### src/rtl/tag_alloc_sched.sv
// Round-robin front end for a shared AXI tag allocator: arbitrates AR requesters,
// retries the allocator until granted, and queues tag releases into a small free FIFO.
module tag_alloc_sched #(
    parameter int NUM_REQ         = 4,
    parameter int ID_WIDTH        = 4,
    parameter int UID_W           = 6,
    parameter int FREE_DEPTH      = 4,
    parameter int STALL_THRESH    = 16,
    parameter int MAX_OUTSTANDING = 16
) (
    input  logic                                   clk,
    input  logic                                   rst,
    input  logic [NUM_REQ-1:0]                     req_valid,
    input  logic [NUM_REQ*ID_WIDTH-1:0]            req_id,
    output logic [NUM_REQ-1:0]                     req_ready,
    output logic [UID_W-1:0]                       grant_uid,
    output logic                                   alloc_req,
    output logic [ID_WIDTH-1:0]                    alloc_id,
    input  logic                                   alloc_gnt,
    input  logic [UID_W-1:0]                       alloc_uid,
    input  logic                                   rel_valid,
    input  logic [UID_W-1:0]                       rel_uid,
    output logic                                   rel_ready,
    output logic                                   free_req,
    output logic [UID_W-1:0]                       free_uid,
    output logic [$clog2(MAX_OUTSTANDING+1)-1:0]   outstanding,
    output logic                                   alloc_stall
);

    localparam int IDX_W = $clog2(NUM_REQ);
    localparam int PTR_W = $clog2(FREE_DEPTH);
    localparam int OUT_W = $clog2(MAX_OUTSTANDING + 1);
    localparam logic [OUT_W-1:0] OUT_MAX = OUT_W'(MAX_OUTSTANDING);
    localparam logic [7:0]       STALL_T = 8'(STALL_THRESH);

    typedef enum logic {IDLE, ISSUE} state_t;

    state_t               state, state_nxt;
    logic [IDX_W-1:0]     rr_ptr;
    logic [IDX_W-1:0]     win_idx;
    logic [ID_WIDTH-1:0]  win_id;
    logic [7:0]           retry_cnt;

    logic                 pick_valid;
    logic [IDX_W-1:0]     pick_idx;
    logic [IDX_W-1:0]     cand;
    logic                 grant;

    // Descending scan so the candidate closest to rr_ptr is the last one written.
    always_comb begin
        // NOTE: every always_comb output gets a default first so no latch is inferred.
        pick_valid = 1'b0;
        pick_idx   = '0;
        cand       = '0;
        for (int k = NUM_REQ - 1; k >= 0; k--) begin
            cand = rr_ptr + IDX_W'(k);
            if (req_valid[cand]) begin
                pick_valid = 1'b1;
                pick_idx   = cand;
            end
        end
    end

    always_comb begin
        state_nxt = state;
        grant     = 1'b0;
        unique case (state)
            IDLE:  if (pick_valid) state_nxt = ISSUE;
            ISSUE: begin
                if (alloc_gnt) begin
                    grant     = !rst;
                    state_nxt = IDLE;
                end
            end
            default: state_nxt = IDLE;
        endcase
    end

    always_ff @(posedge clk) begin
        // NOTE: sequential state uses non-blocking assignments so all registers update together.
        if (rst) begin
            state     <= IDLE;
            rr_ptr    <= '0;
            win_idx   <= '0;
            win_id    <= '0;
            retry_cnt <= '0;
        end else begin
            state <= state_nxt;
            if (state == IDLE && pick_valid) begin
                win_idx <= pick_idx;
                win_id  <= req_id[pick_idx*ID_WIDTH +: ID_WIDTH];
            end
            if (grant) begin
                rr_ptr <= win_idx + IDX_W'(1);
            end
            if (state == ISSUE && !alloc_gnt) begin
                retry_cnt <= (retry_cnt == 8'hFF) ? retry_cnt : retry_cnt + 8'd1;
            end else begin
                retry_cnt <= '0;
            end
        end
    end

    // Outputs are forced idle while rst is high so an abandoned request never handshakes.
    assign alloc_req   = (state == ISSUE) && !rst;
    assign alloc_id    = alloc_req ? win_id : '0;
    assign req_ready   = grant ? (NUM_REQ'(1) << win_idx) : '0;
    assign grant_uid   = grant ? alloc_uid : '0;
    assign alloc_stall = !rst && (retry_cnt >= STALL_T);

    logic [UID_W-1:0] mem [FREE_DEPTH];
    logic [PTR_W:0]   wr_ptr, rd_ptr;
    logic             empty, full, push;

    assign empty     = (wr_ptr == rd_ptr);
    assign full      = (wr_ptr[PTR_W] != rd_ptr[PTR_W]) &&
                       (wr_ptr[PTR_W-1:0] == rd_ptr[PTR_W-1:0]);
    assign rel_ready = !rst && !full;
    assign push      = rel_valid && rel_ready;
    assign free_req  = !rst && !empty;
    assign free_uid  = free_req ? mem[rd_ptr[PTR_W-1:0]] : '0;

    always_ff @(posedge clk) begin
        if (rst) begin
            wr_ptr <= '0;
            rd_ptr <= '0;
        end else begin
            if (push)     wr_ptr <= wr_ptr + 1'b1;
            if (free_req) rd_ptr <= rd_ptr + 1'b1;
        end
    end

    // NOTE: FIFO storage is not reset; the pointers alone define which entries are valid.
    always_ff @(posedge clk) begin
        if (push) mem[wr_ptr[PTR_W-1:0]] <= rel_uid;
    end

    always_ff @(posedge clk) begin
        if (rst) begin
            outstanding <= '0;
        end else if (grant && !free_req) begin
            if (outstanding != OUT_MAX) outstanding <= outstanding + 1'b1;
        end else if (free_req && !grant) begin
            if (outstanding != '0) outstanding <= outstanding - 1'b1;
        end
    end

endmodule

### config.mk
export PLATFORM = sky130hd
export DESIGN_NAME = tag_alloc_sched
export DESIGN_NICKNAME = d
export VERILOG_FILES = /design/src/rtl/tag_alloc_sched.sv
export SDC_FILE = /design/constraint.sdc
export NUM_CORES = 1
export LEC_CHECK = 0
export ABC_AREA = 1
export BUFFER_PORTS_ARGS = -buffer_cell sky130_fd_sc_hd__buf_2
export CAP_MARGIN = 10
export CORE_MARGIN = 4
export CORE_UTILIZATION = 49
export CTS_CLUSTER_SIZE = 28
export DETAILED_ROUTE_END_ITERATION = 10
export PLACE_DENSITY_LB_ADDON = 0.25
export SETUP_SLACK_MARGIN = 0.2
export SYNTH_ARGS = -nofsm -noshare
export SYNTH_HDL_FRONTEND = slang
export SYNTH_SLANG_ARGS = --single-unit
### constraint.sdc
create_clock -name clk -period 2.2 [get_ports clk]
set_clock_uncertainty 0.1 [all_clocks]
set_input_delay 0.22 -clock clk [delete_from_list [all_inputs] [get_ports clk]]
set_output_delay 0.22 -clock clk [all_outputs]
set_load 0.02 [all_outputs]
# Yosys cells after proc, flatten, opt, wreduce, memory -nomap -nowiden
# Memory sizes are Yosys's and may differ from the RTL's. A register that Yosys moved wholly into a read port is not among the register bits.
# Cells that the tools add are included.
word_totals:
  reg_bits: 28
  ram_bits: 24
  memories: 1
  input_bits: 36
  wordCells: 87
  output_inout_bits: 29
mem_list:
  columns: ["memory", "words", "width", "read_ports", "rd_clocked_by_memory_dff", "wr", "line", "rtl"]
  rows:
  - ["mem", 4, 6, 1, 1, 1, "111", "logic [UID_W-1:0] mem [FREE_DEPTH];"]
classes:
  n_reduce_logical: 21
  muxes: 33
  shift: 2
  n_bitwise: 2
  addsub: 9
  eq_ne: 6
  order_cmp: 5
op_table:
  columns: ["op", "count"]
  rows:
  - ["5-bit 2-to-1 mux", 4]
  - ["16-bit by 5-bit variable part select with 4-bit output", 1]
  - ["1-bit 2-to-1 mux", 14]
  - ["2-bit by 3-bit less-than comparator with 1-bit output (second input constant)", 4]
  - ["2-bit 2-to-1 mux", 6]
  - ["6-bit 2-to-1 mux", 2]
  - ["1-bit logical AND", 10]
  - ["8-bit by 1-bit adder with 8-bit output (second input constant)", 1]
  - ["1-bit binary-select mux with 2-bit select", 4]
  - ["8-bit equality test (second input constant)", 1]
  - ["8-bit by 5-bit >= comparator with 1-bit output (second input constant)", 1]
  - ["4-bit 2-to-1 mux", 2]
  - ["3-bit by 1-bit adder with 3-bit output (second input constant)", 2]
  - ["1-bit logical NOT", 6]
  - ["5-bit by 1-bit adder with 5-bit output (second input constant)", 1]
  - ["5-bit != test (second input constant)", 1]
  - ["5-bit nonzero test", 1]
  - ["5-bit by 1-bit subtractor with 5-bit output (second input constant)", 1]
  - ["2-bit by 1-bit adder with 2-bit output (second input constant)", 2]
  - ["2-bit adder (second input constant)", 2]
  - ["2-bit nonzero test", 2]
  - ["1-bit by 2-bit left shift with 4-bit output (first input constant)", 1]
  - ["3-bit equality test", 1]
  - ["3-bit AND reduction", 1]
  - ["other kinds (6)", 7]

# Logic depth before layout (Yosys ltp)
depth:
  ltp_word: 9
  mapped_depth: 13
  depth_no_buf: 13

# Worst setup path after synthesis
# OpenSTA, ideal clock, no wires.
synth_timing:
  kind: "register to register"
  start: "reg state"
  end: "reg outstanding[3]"
  arrival_ns: 2.187
  setup_slack_ns: -0.210
  setup_ns: 0.123
  n_path_buf: 0
  required_time_ns: 1.977
  path_stages_with_launch: 12
  synth_period_minus_slack_ns: 2.410
  cell_sequence: "dfxtp_1 > inv_1 > nor2_1 > inv_1 > nor2_1 > ha_1 > inv_1 > ha_1 > a21o_1 > a31oi_1 > xor2_1 > a21oi_1"
synth_via:
  elab_chain_cells: 5
  elab_cells_between_ends: 9
  classes_between: "1 x eq/ne; 2 x mux; 6 x reduce/logical"
synth_lines:
  columns: ["element", "line", "rtl"]
  rows:
  - ["start: declaration", "38", "state_t state, state_nxt;"]
  - ["start signal: assignment", "88", "state <= state_nxt;"]
  - ["1-bit 2-to-1 mux *", "67", "unique case (state)"]
  - ["1-bit logical NOT", "143", "end else if (free_req && !grant) begin"]
  - ["1-bit logical AND", "143", null]
  - ["2-bit nonzero test (no source line)", null, null]
  - ["3-bit AND reduction (no source line)", null, null]
  - ["end signal: assignment", "142", "if (outstanding != OUT_MAX) outstanding <= outstanding + 1'b1;"]
  - ["end signal: assignment", "144", "if (outstanding != '0) outstanding <= outstanding - 1'b1;"]
  - ["end: declaration", "26", "output logic [$clog2(MAX_OUTSTANDING+1)-1:0] outstanding,"]
# Every way passes the cells marked *; elsewhere a longest branch is shown, timed or not.
# A chain may end at the register's enable or synchronous reset.

# Final worst setup path
layout_timing:
  start: "reg wr_ptr[0]"
  end: "reg outstanding[3]"
layout_via:
  elab_chain_cells: 7
  elab_cells_between_ends: 11
  classes_between: "2 x eq/ne; 1 x mux; 8 x reduce/logical"
layout_lines:
  columns: ["element", "line", "rtl"]
  rows:
  - ["start: declaration", "112", "logic [PTR_W:0] wr_ptr, rd_ptr;"]
  - ["start signal: assignment", "128", "if (push) wr_ptr <= wr_ptr + 1'b1;"]
  - ["3-bit equality test *", "115", "assign empty = (wr_ptr == rd_ptr);"]
  - ["1-bit logical NOT *", "120", "assign free_req = !rst && !empty;"]
  - ["1-bit logical AND *", "120", null]
  - ["1-bit logical NOT", "141", "end else if (grant && !free_req) begin"]
  - ["1-bit logical AND", "141", null]
  - ["2-bit by 1-bit != test with 1-bit output (no source line) / 2-bit nonzero test (equally long branches)", null, null]
  - ["3-bit AND reduction (no source line)", null, null]
# Marked as above.

==> run_summary.xml <==
<?xml version="1.0" encoding="UTF-8"?>
<metrics>
  <group name="status">
    <metric name="run_status" unit="">finished clean</metric>
  </group>
  <group name="placed_design">
    <metric name="dp.final_hpwl" unit="um">4540</metric>
    <metric name="pre_cts_slack" unit="ns">0.0703</metric>
    <metric name="finalWeightedCongestion" unit="">0.881</metric>
    <metric name="io_buffer_count" unit="">64</metric>
    <metric name="detailed_place.area" unit="mm^2">0.00336</metric>
  </group>
  <group name="setup_path">
    <metric name="worst_ep_required_time" unit="ns">2.30</metric>
    <metric name="worst-endpoint-arrival" unit="ns">2.12</metric>
    <metric name="critical_path.max_fanout" unit="">4</metric>
    <metric name="crit_path_end_kind" unit="">flip-flop</metric>
    <metric name="setup.worst_path.start_class" unit="">flip-flop</metric>
    <metric name="critical_path_class" unit="">reg -&gt; reg</metric>
  </group>
  <group name="yosys">
    <metric name="mappedNetlistNets" unit="">409</metric>
    <metric name="synth.yosys.seq_area_share" unit="">0.464</metric>
    <metric name="syn_avg_cell_area" unit="um^2">7.98</metric>
    <metric name="ys_ff_latch" unit="">54</metric>
    <metric name="syn-cell-area" unit="mm^2">0.00285</metric>
    <metric name="synth_cells" unit="">357</metric>
    <metric name="synth_warnings" unit="">0</metric>
    <metric name="count_of_distinct_cell_types_in_the_synthesized_netlist" unit="">31</metric>
  </group>
  <group name="job">
    <metric name="maxCapViolations" unit="">0</metric>
  </group>
  <group name="power_and_ir_drop">
    <metric name="static-leakage-power" unit="nW">1.72</metric>
    <metric name="peak_vdd_ir" unit="V">0.000875</metric>
    <metric name="power-per-cell-area" unit="mW/mm^2">874</metric>
    <metric name="fin_total_pwr" unit="mW">3.19</metric>
  </group>
  <group name="floorplanning">
    <metric name="number_of_top_level_pins" unit="">65</metric>
    <metric name="chipHeight" unit="um">84.3</metric>
    <metric name="die-area" unit="mm^2">0.00710</metric>
    <metric name="core_region_area" unit="mm^2">0.00557</metric>
    <metric name="fp-row-count" unit="">27</metric>
    <metric name="chipWidth" unit="um">84.3</metric>
    <metric name="floorplan.initialDensity" unit="">0.511</metric>
  </group>
  <group name="worst_hold_path">
    <metric name="hp-class" unit="">in -&gt; reg</metric>
  </group>
  <group name="clock_tree">
    <metric name="cts.root.buffer_cell" unit="">sky130_fd_sc_hd__clkbuf_8</metric>
    <metric name="worst_skew_pair.late_latency" unit="ns">0.31</metric>
    <metric name="cts_sinks" unit="">54</metric>
    <metric name="tritoncts.num_buffers" unit="">5</metric>
    <metric name="count_of_h_tree_levels_built_during_cts" unit="">2</metric>
    <metric name="cts-root-to-sink-buffers" unit="">2</metric>
    <metric name="cts_tree" unit="">yes</metric>
    <metric name="clk_pin_slew" unit="ns">0.10</metric>
    <metric name="count_of_hold_fix_buffers_inserted_at_cts" unit="">0</metric>
  </group>
  <group name="timing">
    <metric name="setup-tns-final" unit="ns">0</metric>
    <metric name="max_slew.worst_pin.slew" unit="ns">0.320</metric>
    <metric name="max_clock_freq" unit="MHz">495</metric>
    <metric name="fin_ws" unit="ns">0.179</metric>
    <metric name="slew_headroom" unit="">0.787</metric>
    <metric name="period_share" unit="">0.918</metric>
    <metric name="timing_max_transition_violations_final" unit="">0</metric>
    <metric name="unrepaired_setup_endpoints_after_global_routing" unit="">yes</metric>
    <metric name="final-hold-violation-count" unit="">0</metric>
    <metric name="final_period_minus_worst_setup_slack" unit="ns">2.02</metric>
    <metric name="finalSetupViolations" unit="">0</metric>
  </group>
  <group name="global_route">
    <metric name="grt_util_met3" unit="">0.0442</metric>
    <metric name="first_global_vias" unit="">2327</metric>
    <metric name="grt_most_used_layer" unit="">met2</metric>
    <metric name="globalRouteTotalUtil" unit="">0.175</metric>
    <metric name="globalRoute.totalOverflow" unit="">0</metric>
    <metric name="grt_pass1_wl" unit="um">10300</metric>
    <metric name="grt_start_max_net_pins" unit="">19</metric>
    <metric name="grt.met1_usage" unit="">0.225</metric>
    <metric name="grt_antenna_before_repair" unit="">0</metric>
    <metric name="global_route.usage.met2" unit="">0.291</metric>
  </group>
  <group name="detailed_routing">
    <metric name="initialDrtViolationCount" unit="">86</metric>
    <metric name="drt-total-wl" unit="um">6290</metric>
    <metric name="vias" unit="">2513</metric>
    <metric name="drc_errors" unit="">0</metric>
    <metric name="first_pass_iters" unit="">5</metric>
    <metric name="drt.antenna.violating_nets" unit="">0</metric>
    <metric name="wl_per_cell" unit="um">12.2</metric>
    <metric name="route.detailed.vias_per_inst" unit="">4.87</metric>
  </group>
  <group name="cells_and_area">
    <metric name="layout.cells.most_common_list" unit="">sky130_fd_sc_hd__inv_1 (54), sky130_fd_sc_hd__nor2_1 (52), sky130_fd_sc_hd__buf_2 (52)</metric>
    <metric name="mostFrequentLayoutCell" unit="">sky130_fd_sc_hd__inv_1</metric>
    <metric name="insertedDiodeCount" unit="">0</metric>
    <metric name="sequential_cell_area" unit="mm^2">0.00133</metric>
    <metric name="multiInputGateArea" unit="mm^2">0.00135</metric>
    <metric name="postLayoutCellArea" unit="mm^2">0.00365</metric>
    <metric name="post_route_cells_drive_above_1_share" unit="">0.282</metric>
    <metric name="area.growth.synth_to_final" unit="%">28.1</metric>
    <metric name="filler_cell_count" unit="">484</metric>
    <metric name="num-nets-final" unit="">495</metric>
  </group>
</metrics>
## through the flow
step                      hold WS (ns)  utilization  cells
after floorplan                  0.219            -    357
after global placement           0.334        0.603    497
after detailed placement         0.337        0.603    497
after CTS                      0.00880        0.635    511
after global routing           0.00914        0.655    516
final                           0.0151        0.655    516
## per-layer routing
| metal | up-vias | wire, um |
|---|---|---|
| li1 | 1325 | - |
| met1 | 1127 | 2860 |
| met2 | 49 | 3040 |
| met3 | 12 | 283 |
| met4 | 0 | 112 |
| met5 | - | 0 |
## synthesized netlist by cell type
cell type / n / area [um^2]
sky130_fd_sc_hd__inv_1: 57 / 214
sky130_fd_sc_hd__nand2_1: 50 / 188
sky130_fd_sc_hd__xnor2_1: 3 / 26.3
sky130_fd_sc_hd__fa_1: 1 / 20.0
sky130_fd_sc_hd__nor2_1: 55 / 206
sky130_fd_sc_hd__clkinv_1: 1 / 3.75
sky130_fd_sc_hd__ha_1: 15 / 188
sky130_fd_sc_hd__nor4_1: 1 / 6.26
sky130_fd_sc_hd__buf_6: 1 / 11.3
sky130_fd_sc_hd__nand3_2: 2 / 20.0
sky130_fd_sc_hd__o21a_1: 1 / 7.51
sky130_fd_sc_hd__o21ai_0: 26 / 130
sky130_fd_sc_hd__xor2_1: 7 / 61.3
sky130_fd_sc_hd__inv_2: 3 / 11.3
sky130_fd_sc_hd__dfxtp_1: 30 / 601
sky130_fd_sc_hd__o21ai_1: 5 / 25.0
sky130_fd_sc_hd__nand2_2: 2 / 12.5
sky130_fd_sc_hd__o211ai_1: 1 / 7.51
sky130_fd_sc_hd__nor2_2: 2 / 12.5
sky130_fd_sc_hd__a211oi_1: 1 / 7.51
sky130_fd_sc_hd__edfxtp_1: 24 / 721
sky130_fd_sc_hd__nor3_1: 4 / 20.0
sky130_fd_sc_hd__clkbuf_1: 5 / 18.8
sky130_fd_sc_hd__nand3_1: 18 / 90.1
sky130_fd_sc_hd__nor3b_1: 1 / 7.51
sky130_fd_sc_hd__and3_1: 3 / 18.8
sky130_fd_sc_hd__a21o_1: 2 / 15.0
sky130_fd_sc_hd__a21oi_1: 31 / 155
sky130_fd_sc_hd__a31oi_1: 2 / 12.5
sky130_fd_sc_hd__nand2_4: 2 / 22.5
sky130_fd_sc_hd__a41oi_1: 1 / 8.76
## final cells by class
cell class / instances / share of cell area
Multi-Input combinational cell: 236 / 0.370
Sequential cell: 54 / 0.365
Timing Repair Buffer: 85 / 0.144
Inverter: 61 / 0.0645
Tap cell: 72 / 0.0247
Clock buffer: 5 / 0.0189
Clock inverter: 3 / 0.0130
## power by group
| group | internal, mW | switching, mW | total (mW) | leakage [nW] |
|---|---|---|---|---|
| registers | 1.16 | 0.121 | 1.28 | 0.466 |
| logic | 0.537 | 0.694 | 1.23 | 1.19 |
| clock network | 0.347 | 0.331 | 0.678 | 0.0591 |
## worst paths after layout
path | start | depth (start not counted) | to | slack [ns]
setup / recovery | wr_ptr[0] | 11 | outstanding[3] | 0.18
setup reg to reg | wr_ptr[0] | 11 | outstanding[3] | 0.18
hold / removal | rel_uid[0] | 1 | mem[1][0] | 0.02
hold reg to reg | retry_cnt[1] | 2 | retry_cnt[1] | 0.41
## sequential cells by signal, summed over array words and instances, names as in the netlist, named ones only
signal,cells
win_id,4
state,1
win_idx,2
outstanding,5
mem,24
rd_ptr,3
retry_cnt,8
wr_ptr,3
rr_ptr,2
## logic make-up (layout without fill, tap and decap cells)
group	Yosys count	count (layout)	synth area share
simple gates	140	140	0.212
compound gates	70	70	0.130
buf+inv	67	154	0.0909
flops	54	54	0.464
fa+ha+maj	16	16	0.0729
xor+xnor	10	10	0.0307
## critical path, stage by stage (launching register included)
cell	delay (ns)
sky130_fd_sc_hd__dfxtp_4	0.36
sky130_fd_sc_hd__xor2_1	0.14
sky130_fd_sc_hd__nor2_2	0.14
sky130_fd_sc_hd__nand2_2	0.08
sky130_fd_sc_hd__nand2_2	0.08
sky130_fd_sc_hd__ha_4	0.16
sky130_fd_sc_hd__inv_4	0.05
sky130_fd_sc_hd__ha_4	0.22
sky130_fd_sc_hd__a21o_1	0.15
sky130_fd_sc_hd__a31oi_1	0.16
sky130_fd_sc_hd__xor2_1	0.17
sky130_fd_sc_hd__a21oi_1	0.08
## what timing repair did
item | 4_1_cts | 5_1_grt
pin swaps | 6 | 4
resized for setup | 7 | 22
setup buffers | 6 | 5
hold endpoints to repair | 0 | 0
endpoints found under the setup margin | 10 | 28
Note: power is estimated with default switching activity, not from simulation.
